--- config.mk ---
export PLATFORM = sky130hd
export DESIGN_NAME = ahb_dma_slv_if
export DESIGN_NICKNAME = d
export VERILOG_FILES = /design/src/rtl/ahb_dma_slv_if.sv
export SDC_FILE = /design/constraint.sdc
export NUM_CORES = 1
export LEC_CHECK = 0
export CAP_MARGIN = 20
export CORE_MARGIN = 2
export CORE_UTILIZATION = 23
export CTS_CLUSTER_SIZE = 10
export DETAILED_ROUTE_END_ITERATION = 12
export PLACE_DENSITY = 0.81
export SETUP_SLACK_MARGIN = 0.5
export SLEW_MARGIN = 20
export SYNTH_ARGS = -nofsm -noshare
export SYNTH_HDL_FRONTEND = slang
export SYNTH_SLANG_ARGS = --single-unit
--- constraint.sdc ---
create_clock -name clk -period 2 [get_ports clk]
set_clock_uncertainty 0.05 [all_clocks]
set_input_delay 0.2 -clock clk [delete_from_list [all_inputs] [get_ports clk]]
set_output_delay 0.2 -clock clk [all_outputs]
set_load 0.01 [all_outputs]
--- src/rtl/ahb_dma_slv_if.sv ---
// ahb_dma_slv_if: AHB-Lite slave front end turning bus transfers into DMA register-file strobes
// Ports:
//   clk, rst (async active-low)
//   HSEL/HADDR/HTRANS/HWRITE/HSIZE/HREADY/HWDATA : AHB-Lite slave inputs
//   HRDATA/HREADYOUT/HRESP                       : AHB-Lite slave response
//   ahb_address/ahb_write_data/ahb_write_enable  : register-file write port
//   ahb_read_address/ahb_read_enable             : register-file read request
//   ahb_read_data                                : register-file read data, one cycle after the request
module ahb_dma_slv_if #(
    parameter int channel_number = 4
) (
    input  logic        clk,
    input  logic        rst,
    input  logic        HSEL,
    input  logic [31:0] HADDR,
    input  logic [1:0]  HTRANS,
    input  logic        HWRITE,
    input  logic [2:0]  HSIZE,
    input  logic        HREADY,
    input  logic [31:0] HWDATA,
    output logic [31:0] HRDATA,
    output logic        HREADYOUT,
    output logic        HRESP,
    output logic [7:0]  ahb_address,
    output logic [31:0] ahb_write_data,
    output logic        ahb_write_enable,
    output logic [7:0]  ahb_read_address,
    output logic        ahb_read_enable,
    input  logic [31:0] ahb_read_data
);
    localparam logic [8:0] N_WORDS = 9'((channel_number + 1) * 8);
    typedef enum logic [2:0] {IDLE, WR, RD_WAIT, RD_DATA, ERR1, ERR2} state_t;
    state_t      state_q, state_d;
    logic [7:0]  wr_addr_q, wr_addr_d, rd_addr_q, rd_addr_d;
    logic        eval, accept, legal, unused_bits;
    // States whose cycle ends with HREADYOUT=1 may take the next address phase.
    assign eval        = state_q inside {IDLE, WR, RD_DATA, ERR2};
    assign accept      = eval & HSEL & HREADY & HTRANS[1];
    assign legal       = (HSIZE == 3'b010) && (HADDR[1:0] == 2'b00) && ({1'b0, HADDR[9:2]} < N_WORDS);
    assign unused_bits = ^{HADDR[31:10], HTRANS[0]};
    always_ff @(posedge clk or negedge rst) begin
        if (!rst) begin
            state_q   <= IDLE;
            wr_addr_q <= '0;
            rd_addr_q <= '0;
        end else begin
            state_q   <= state_d;
            wr_addr_q <= wr_addr_d;
            rd_addr_q <= rd_addr_d;
        end
    end
    always_comb begin
        state_d   = state_q;
        wr_addr_d = wr_addr_q;
        rd_addr_d = rd_addr_q;
        if (eval)
            state_d = !accept ? IDLE : !legal ? ERR1 : HWRITE ? WR : RD_WAIT;
        else
            state_d = (state_q == RD_WAIT) ? RD_DATA : ERR2;
        // Address registers only move on a legal transfer, so they hold while the strobe is low.
        if (accept && legal && HWRITE)
            wr_addr_d = HADDR[9:2];
        if (accept && legal && !HWRITE)
            rd_addr_d = HADDR[9:2];
    end
    assign ahb_write_enable = (state_q == WR);
    assign ahb_read_enable  = (state_q == RD_WAIT);
    assign ahb_address      = wr_addr_q;
    assign ahb_read_address = rd_addr_q;
    assign ahb_write_data   = HWDATA;
    assign HREADYOUT        = !(state_q inside {RD_WAIT, ERR1});
    assign HRESP            = state_q inside {ERR1, ERR2};
    assign HRDATA           = (state_q == RD_DATA) ? ahb_read_data : '0;
endmodule

==> results of run 1 <==
power by group through the flow:
stage	clock (µW)	sequential, µW	combinational, µW
final	263	430	481
after global routing	291	433	513
after CTS	270	427	397
after detailed placement	0	448	281
after global placement	0	446	280
after floorplan	0	428	189
metal layers:
layer,vias to the layer above,part of all wire,GRT usage
met1,590,0.31,0.128
met2,92,0.57,0.303
met5,-,0,0
li1,598,-,-
met4,0,0.0082,0.0316
met3,2,0.11,0.0632
registers in the layout, summed over array words and instances, names as in the netlist:
register / count
ahb_address: 8
state_q: 3
ahb_read_address: 8
placed cells by master (no fill, tap or decap), types with 3 or more instances in the layout:
cell type         n
and2_4           19
nor2_2            3
buf_12            3
buf_16            4
nor2b_1           3
buf_4            15
mux2_2            5
dfrtp_1          18
buf_6            33
clkdlybuf4s50_1  62
mux2_4            7
dlygate4sd2_1     4
clkbuf_8          3
buf_2            15
and2_1           13
worst max-delay path: stages (launching register included):
cell	delay [ns]
dfrtp_2	0.44
buf_6	0.14
a21boi_4	0.14
o21bai_2	0.11
nor3b_4	0.23
buf_6	0.14
buf_12	0.10
mux2_2	0.32
worst paths after layout:
| check | to | slack, ns | cells past startpoint |
|---|---|---|---|
| max reg2reg | ahb_read_address[2] | 0.21 | 7 |
| min in group clk | ahb_read_address[5] | 0.32 | 2 |
| min | ahb_address[6] | 0.23 | 2 |
| max | ahb_read_address[2] | 0.21 | 7 |
| min reg2reg | ahb_read_address[6] | 0.44 | 1 |
| max in group asynchronous | state_q[2] | 1.46 | 2 |
layout make-up:
type | instances | area share
Multi-Input combinational cell | 72 | 0.243
Sequential cell | 19 | 0.179
Inverter | 2 | 0.00281
Timing Repair Buffer | 138 | 0.525
Clock buffer | 4 | 0.0169
Tap cell | 70 | 0.0328
cells by family (layout without fill, tap and decap cells):
kind of cell | count (synthesis) | after routing | synth area share
AND/OR/NAND/NOR | 54 | 54 | 0.269
multiplexers | 12 | 12 | 0.107
AO/OA/AOI/OAI | 6 | 6 | 0.0317
flip-flops | 19 | 19 | 0.377
buffers and inverters | 39 | 144 | 0.215
timing repair:
item,CTS,global route
gates cloned,4,0
setup endpoints to repair,54,54
setup buffers,18,6
pin swaps,13,14
resized for setup,181,43
endpoints found under the hold margin,0,0
per-stage QoR:
stage | utilization | TNS, ns | worst slack, ns
after floorplan | - | 0 | 0.390
after global placement | 0.424 | -0.963 | -0.115
after detailed placement | 0.424 | -1.23 | -0.138
after CTS | 0.479 | 0 | 0.216
after global routing | 0.513 | 0 | 0.138
final | 0.513 | 0 | 0.209
==> impl_metrics.env, run 1 <==
export IMPL_hold_path_class="primary input to async pin"
export IMPL_cp_start_kind="register"
export IMPL_place_area_um2=2210
export IMPL_fin_cells=305
export IMPL_synth_common_cells="33 x buf_4, 32 x and2_1, 19 x dfrtp_1, 12 x mux2_2, 5 x nor2_1"
export IMPL_p_leak_uw=0.00127
export IMPL_total_power_uw=1170
export IMPL_grt_max_degree=20
export IMPL_critPathLaunch="state_q[2]"
export IMPL_synth_top_area_frac=0.377
export IMPL_nets=342
export IMPL_area_growth_pct=112
export IMPL_drc=0
export IMPL_timing_fmax_ghz=0.558
export IMPL_firstDrtPassIters=4
export IMPL_dieArea_um2=6090
export IMPL_die_w_um=78.1
export IMPL_rsz0062_at_grt="true"
export IMPL_synth_most_common_cell="buf_4"
export IMPL_dp_cells=273
export IMPL_grt_pass1_wl_mm=6.98
export IMPL_cts_buffers=3
export IMPL_num_rows=26
export IMPL_power_frac_comb=0.410
export IMPL_hold_viol=0
export IMPL_hold_buffers=0
export IMPL_cp_arrival_ns=1.88
export IMPL_p_sw_uw=337
export IMPL_async_flop_share=1.00
export IMPL_wirelength_mm=4.86
export IMPL_tightest_slew_ns=0.248
export IMPL_clk_pin_slew_ns=0.07
export IMPL_final_setup_viol_count=0
export IMPL_fin_crit_sh=0.895
export IMPL_cts_max_level=1
export IMPL_grt_usage=0.147
export IMPL_synth_seq_area_share=0.377
export IMPL_synth_ff_type="dfrtp_1"
export IMPL_antenna_left=0
export IMPL_rr_startpoint="state_q[2]"
export IMPL_yosysUniqueCellTypes=23
export IMPL_path_max_fanout=5
export IMPL_gp_congestion=0.759
export IMPL_via_per_inst=4.20
export IMPL_seqPwrFrac=0.366
export IMPL_cts_tree="built"
export IMPL_synthTopCellsByArea="dfrtp_1 38%, buf_4 20%, and2_1 16%, mux2_2 11%, nor2_1 1.5%"
export IMPL_ys_warn_count=0
export IMPL_synth_area_um2=1260
export IMPL_post_synth_cell_area_avg_um2=9.70
export IMPL_fp_dieH_um=78.1
export IMPL_grt_overflow=0
export IMPL_grt_antenna_before_repair=0
export IMPL_fin_area_um2=2670
export IMPL_crit_path_end_kind="register"
export IMPL_max_cap_violations=0
export IMPL_dp_hpwl_mm=3.55
export IMPL_drt_iter0_drc=15
export IMPL_p_per_area_nw_per_um2=440
export IMPL_ios=190
export IMPL_port_buffers=102
export IMPL_insertion_delay_ns=0.25
export IMPL_finalMaxSlewViolations=0
export IMPL_clkSinkCount=19
export IMPL_cp_data_required_time_ns=2.09
export IMPL_fill_cells=481
export IMPL_cts_root_buf="clkbuf_8"
export IMPL_cts_buffer_depth=2
export IMPL_core_area_um2=5200
export IMPL_ir_drop_mv=0.456
export IMPL_switching_share=0.287
export IMPL_initial_utilization=0.242
export IMPL_first_global_vias=1395
export IMPL_outcome="completed"
export IMPL_p_clk_frac=0.224
export IMPL_syn_nets=236
export IMPL_drive_above_1_share=0.511
export IMPL_ys_ff_latch=19
export IMPL_synthCells=130
export IMPL_holdWs_ns=0.226
export IMPL_synth_edf_count=0
export IMPL_cell_internal_pwr_uw=838
export IMPL_fin_crit_ns=1.79
export IMPL_synth_largest_area_cell="dfrtp_1"
export IMPL_worstSetupPathType="register to register"
export IMPL_num_vias=1282
export IMPL_diodes=0
export IMPL_max_slew_margin_rel=0.835
export IMPL_seqCellArea_um2=477
export IMPL_wl_per_cell_um=15.9
export IMPL_multi_input_area_um2=649
Note: power is estimated with default switching activity, not from simulation.
==> run 2, diff against run 1 <==
GPL_ROUTABILITY_DRIVEN = 0   (was not set)
clock period = 1.84 ns   (was 2 ns; I/O delays follow)
==> impl_metrics.env, run 2 (synthesis results as in run 1) <==
export IMPL_place_area_um2=2240
export IMPL_grt_pass1_wl_mm=6.78
export IMPL_cts_max_level=1
export IMPL_path_max_fanout=8
export IMPL_tightest_slew_ns=0.242
export IMPL_final_common_cell="clkdlybuf4s50_1"
export IMPL_crit_top_cell="buf_6"
export IMPL_core_area_um2=5200
export IMPL_antenna_left=0
export IMPL_cts_tree="built"
export IMPL_fin_area_um2=2640
export IMPL_initial_utilization=0.242
export IMPL_cp_start_kind="register"
export IMPL_worstSetupPathType="register to output port"
export IMPL_wl_per_cell_um=15.1
export IMPL_outcome="completed"
export IMPL_grt_usage=0.143
export IMPL_r2r_end="ahb_address[2]"
export IMPL_max_stage_delay_ns=0.43
export IMPL_crit_buf_inv=4
export IMPL_tns_ns=0
export IMPL_fp_dieH_um=78.1
export IMPL_cp_data_required_time_ns=1.61
export IMPL_cts_root_buf="clkbuf_8"
export IMPL_nets=331
export IMPL_max_cap_violations=0
export IMPL_first_global_vias=1357
export IMPL_fin_crit_ns=1.74
export IMPL_setup_ws_ns=0.101
export IMPL_grt_antenna_before_repair=0
export IMPL_ios=190
export IMPL_drc=0
export IMPL_p_leak_uw=0.00131
export IMPL_grt_max_degree=20
export IMPL_path_delay_family="buffers and inverters"
export IMPL_p_per_area_nw_per_um2=465
export IMPL_critPathLaunch="state_q[2]"
export IMPL_grt_overflow=0
export IMPL_max_slew_margin_rel=0.839
export IMPL_rr_worst_depth=6
export IMPL_rrSetupSlack_ns=0.10
export IMPL_final_cell_mix="45 x clkdlybuf4s50_1, 38 x buf_6, 32 x and2_4"
export IMPL_num_vias=1253
export IMPL_firstDrtPassIters=4
export IMPL_diodes=0
export IMPL_final_setup_viol_count=0
export IMPL_cts_buffers=3
export IMPL_fin_crit_sh=0.945
export IMPL_area_growth_pct=109
export IMPL_insertion_delay_ns=0.25
export IMPL_timing_fmax_ghz=0.575
export IMPL_pre_cts_slack_ns=-0.264
export IMPL_wirelength_mm=4.43
export IMPL_holdWs_ns=0.214
export IMPL_clk_pin_slew_ns=0.07
export IMPL_drive_above_1_share=0.549
export IMPL_cts_buffer_depth=2
export IMPL_drt_iter0_drc=10
export IMPL_hold_viol=0
export IMPL_finalMaxSlewViolations=0
export IMPL_via_per_inst=4.26
export IMPL_crit_end="HRDATA[12]"
export IMPL_dp_hpwl_mm=3.46
export IMPL_cp_depth=6
export IMPL_cp_arrival_ns=1.50
export IMPL_cpMaxStageDelayCell="dfrtp_2"
export IMPL_crit_path_end_kind="output port"
export IMPL_hold_path_class="primary input to async pin"
export IMPL_die_w_um=78.1
export IMPL_num_rows=26
export IMPL_clkSinkCount=19
export IMPL_path_cells="nor3_4 -> buf_6 -> buf_12 -> buf_16 -> and2_4 -> buf_6"
export IMPL_port_buffers=102
export IMPL_rr_startpoint="state_q[2]"
export IMPL_rsz0062_at_grt="true"
export IMPL_ir_drop_mv=0.390
export IMPL_dieArea_um2=6090
run 2: cell count changes in the layout (fill, tap and decap cells not counted), sizes merged:
cell           change
clkinv             +1
dlymetal6s2s       +1
dlygate4sd2       +16
clkdlybuf4s50     -17
clkbuf             -2
buf               -10
run 2: metrics by stage:
stage / util / std cells / power, µW
CTS: 0.456 / 294 / 1210
detailed placement: 0.431 / 278 / 829
global route: 0.507 / 294 / 1300
finish: 0.507 / 294 / 1230
floorplan: - / 130 / 670
global placement: 0.431 / 278 / 823
run 2: routing by layer:
metal	share of wire	GRT usage	vias up
met5	0	0	-
met4	0.0038	0.0281	0
met3	0.12	0.0575	2
met2	0.57	0.299	101
met1	0.31	0.125	576
li1	-	-	574
run 2: what timing repair did:
action	in CTS	in global routing
pin swaps	15	31
setup buffers	9	0
endpoints found under the setup margin	70	55
hold buffers	0	0
resized for setup	196	65
gates cloned	3	0
run 2: how the worst min path moves through the flow:
stage	end	slack [ns]	cells after the start
finish	ahb_address[1]	0.21	2
global route	ahb_read_address[1]	0.23	2
CTS	ahb_read_address[1]	0.22	2
detailed placement	ahb_write_data[25]	0.32	0
global placement	ahb_write_data[25]	0.32	0
floorplan	ahb_address[0]	-0.16	0
run 2: power breakdown:
group          switching (µW)  internal (µW)  total (µW)  leakage, µW
clock                     139            150         290    0.0000255
sequential               21.6            443         464     0.000262
combinational             191            283         474      0.00103
total                     352            876        1230      0.00131
run 2: cell type report:
cell class / count / area, µm²
Fill cell: 460 / 2570
Timing Repair Buffer: 127 / 1340
Multi-Input combinational cell: 72 / 683
Sequential cell: 19 / 477
Tap cell: 70 / 87.6
Clock buffer: 3 / 41.3
Inverter: 2 / 7.51
Clock inverter: 1 / 5.00
==> run 3, diff against run 2 <==
CORE_MARGIN = 1.5   (was 2)
SKIP_LAST_GASP = 1   (was not set)
==> impl_metrics.env, run 3 (synthesis results as in run 1) <==
export IMPL_outcome="completed"
export IMPL_cts_buffers=3
export IMPL_clkSinkCount=19
export IMPL_p_per_area_nw_per_um2=445
export IMPL_grt_pass1_wl_mm=6.28
export IMPL_area_growth_pct=103
export IMPL_wirelength_mm=4.18
export IMPL_grt_usage=0.131
export IMPL_die_w_um=77.1
export IMPL_rrSetupSlack_ns=0.12
export IMPL_final_common_cell="clkdlybuf4s50_1"
export IMPL_drc=0
export IMPL_path_cells="clkdlybuf4s50_1 -> nor4_2 -> and4_1 -> nor4bb_4 -> buf_6 -> mux2_4"
export IMPL_cp_data_required_time_ns=1.93
export IMPL_fin_crit_ns=1.72
export IMPL_core_area_um2=5200
export IMPL_drt_iter0_drc=1
export IMPL_worstSetupPathType="primary input to register"
export IMPL_total_power_uw=1140
export IMPL_dp_hpwl_mm=3.30
export IMPL_drive_above_1_share=0.521
export IMPL_num_vias=1209
export IMPL_finalMaxSlewViolations=0
export IMPL_dieArea_um2=5940
export IMPL_path_max_fanout=6
export IMPL_antenna_left=0
export IMPL_timing_fmax_ghz=0.581
export IMPL_grt_max_degree=20
export IMPL_hold_viol=0
export IMPL_r2r_end="ahb_address[2]"
export IMPL_cts_tree="built"
export IMPL_first_global_vias=1233
export IMPL_cp_start_kind="primary input"
export IMPL_max_slew_margin_rel=0.806
export IMPL_insertion_delay_ns=0.26
export IMPL_utilization=0.493
export IMPL_hold_path_class="primary input to async pin"
export IMPL_cp_arrival_ns=1.82
export IMPL_crit_buf_inv=2
export IMPL_firstDrtPassIters=2
export IMPL_diodes=0
export IMPL_grt_overflow=0
export IMPL_rr_startpoint="state_q[0]"
export IMPL_clk_pin_slew_ns=0.07
export IMPL_max_stage_delay_ns=0.41
export IMPL_ios=190
export IMPL_initial_utilization=0.242
export IMPL_fin_crit_sh=0.936
export IMPL_rsz0062_at_grt="true"
export IMPL_final_setup_viol_count=0
export IMPL_wl_per_cell_um=14.5
export IMPL_cpMaxStageDelayCell="clkdlybuf4s50_1"
export IMPL_nets=326
export IMPL_fill_cells=488
export IMPL_cts_buffer_depth=2
export IMPL_tightest_slew_ns=0.290
export IMPL_ir_drop_mv=0.413
export IMPL_p_leak_uw=0.00127
export IMPL_via_per_inst=4.18
export IMPL_fp_dieH_um=77.1
export IMPL_grt_antenna_before_repair=0
export IMPL_rr_worst_depth=6
export IMPL_cts_max_level=1
export IMPL_port_buffers=102
export IMPL_pre_cts_slack_ns=-0.285
export IMPL_path_delay_family="simple AND/OR/NAND/NOR gates"
export IMPL_crit_path_end_kind="register"
export IMPL_max_cap_violations=0
export IMPL_final_cell_mix="48 x clkdlybuf4s50_1, 33 x buf_6, 32 x and2_4"
export IMPL_num_rows=26
export IMPL_cts_root_buf="clkbuf_8"
export IMPL_setup_ws_ns=0.119
==> run 3: cell types whose count changed in the layout (fill, tap and decap cells not counted), moves of 2 or more <==
cell             change
buf_16               -2
buf_4                -2
buf_6                -5
clkbuf_16            +2
clkdlybuf4s50_1      +3
dlygate4sd2_1        -2
o21ai_0              +2
==> run 3: layout make-up <==
| class | count | area (µm²) | share of cell area |
|---|---|---|---|
| repair buffers | 122 | 1280 | 0.498 |
| clock inverters | 1 | 5.00 | 0.00195 |
| clock buffers | 3 | 41.3 | 0.0161 |
| inverters | 2 | 7.51 | 0.00293 |
| well taps | 70 | 87.6 | 0.0341 |
| flip-flops and latches | 19 | 477 | 0.186 |
| multi-input cells | 72 | 671 | 0.261 |
==> run 3: power breakdown <==
part | total [µW] | switching [µW] | internal [µW]
Clock | 289 | 138 | 151
Sequential | 476 | 32.8 | 443
Combinational | 379 | 158 | 220
Total | 1140 | 329 | 814
==> run 3: timing repair <==
action | CTS | global route
hold buffers | 0 | 0
resized for setup | 152 | 89
pin swaps | 4 | 35
setup endpoints to repair | 70 | 54
cloned | 1 | 2
buffers inserted | 4 | 1
==> run 3: how the worst max path moves through the flow <==
| stage | endpoint | cells past startpoint | from | slack [ns] |
|---|---|---|---|---|
| 3_5_place_dp | ahb_address[3] | 6 | HSIZE[0] | -0.29 |
| 5_1_grt | ahb_address[0] | 6 | state_q[1] | 0.04 |
| 2_1_floorplan | ahb_read_address[0] | 5 | state_q[2] | 0.23 |
| 3_3_place_gp | ahb_address[0] | 6 | HSIZE[0] | -0.20 |
| 4_1_cts | ahb_address[2] | 6 | state_q[1] | 0.09 |
| 6_report | ahb_address[2] | 6 | HADDR[8] | 0.12 |
==> run 3: worst register-to-register path, stage by stage, from the launching register on <==
cell      delay, ns
dfrtp_1        0.35
buf_4          0.13
a21boi_4       0.18
nor2_2         0.08
nor4bb_4       0.32
buf_6          0.19
mux2_4         0.30
==> run 3: layer usage <==
metal / share of wire / global-route usage / wire length [µm]
met5: 0 / 0 / 0
met4: 0.0084 / 0.0327 / 35
met1: 0.36 / 0.151 / 1510
met2: 0.54 / 0.242 / 2270
met3: 0.087 / 0.0310 / 364
==> run 3: stage by stage <==
step / TNS [ns] / cell area, µm² / instances / hold WS, ns
global placement: -2.10 / 2240 / 277 / 0.318
floorplan: 0 / 1270 / 130 / -0.162
finish: 0 / 2570 / 289 / 0.202
detailed placement: -2.85 / 2240 / 277 / 0.318
global route: 0 / 2570 / 289 / 0.224
CTS: 0 / 2360 / 286 / 0.209
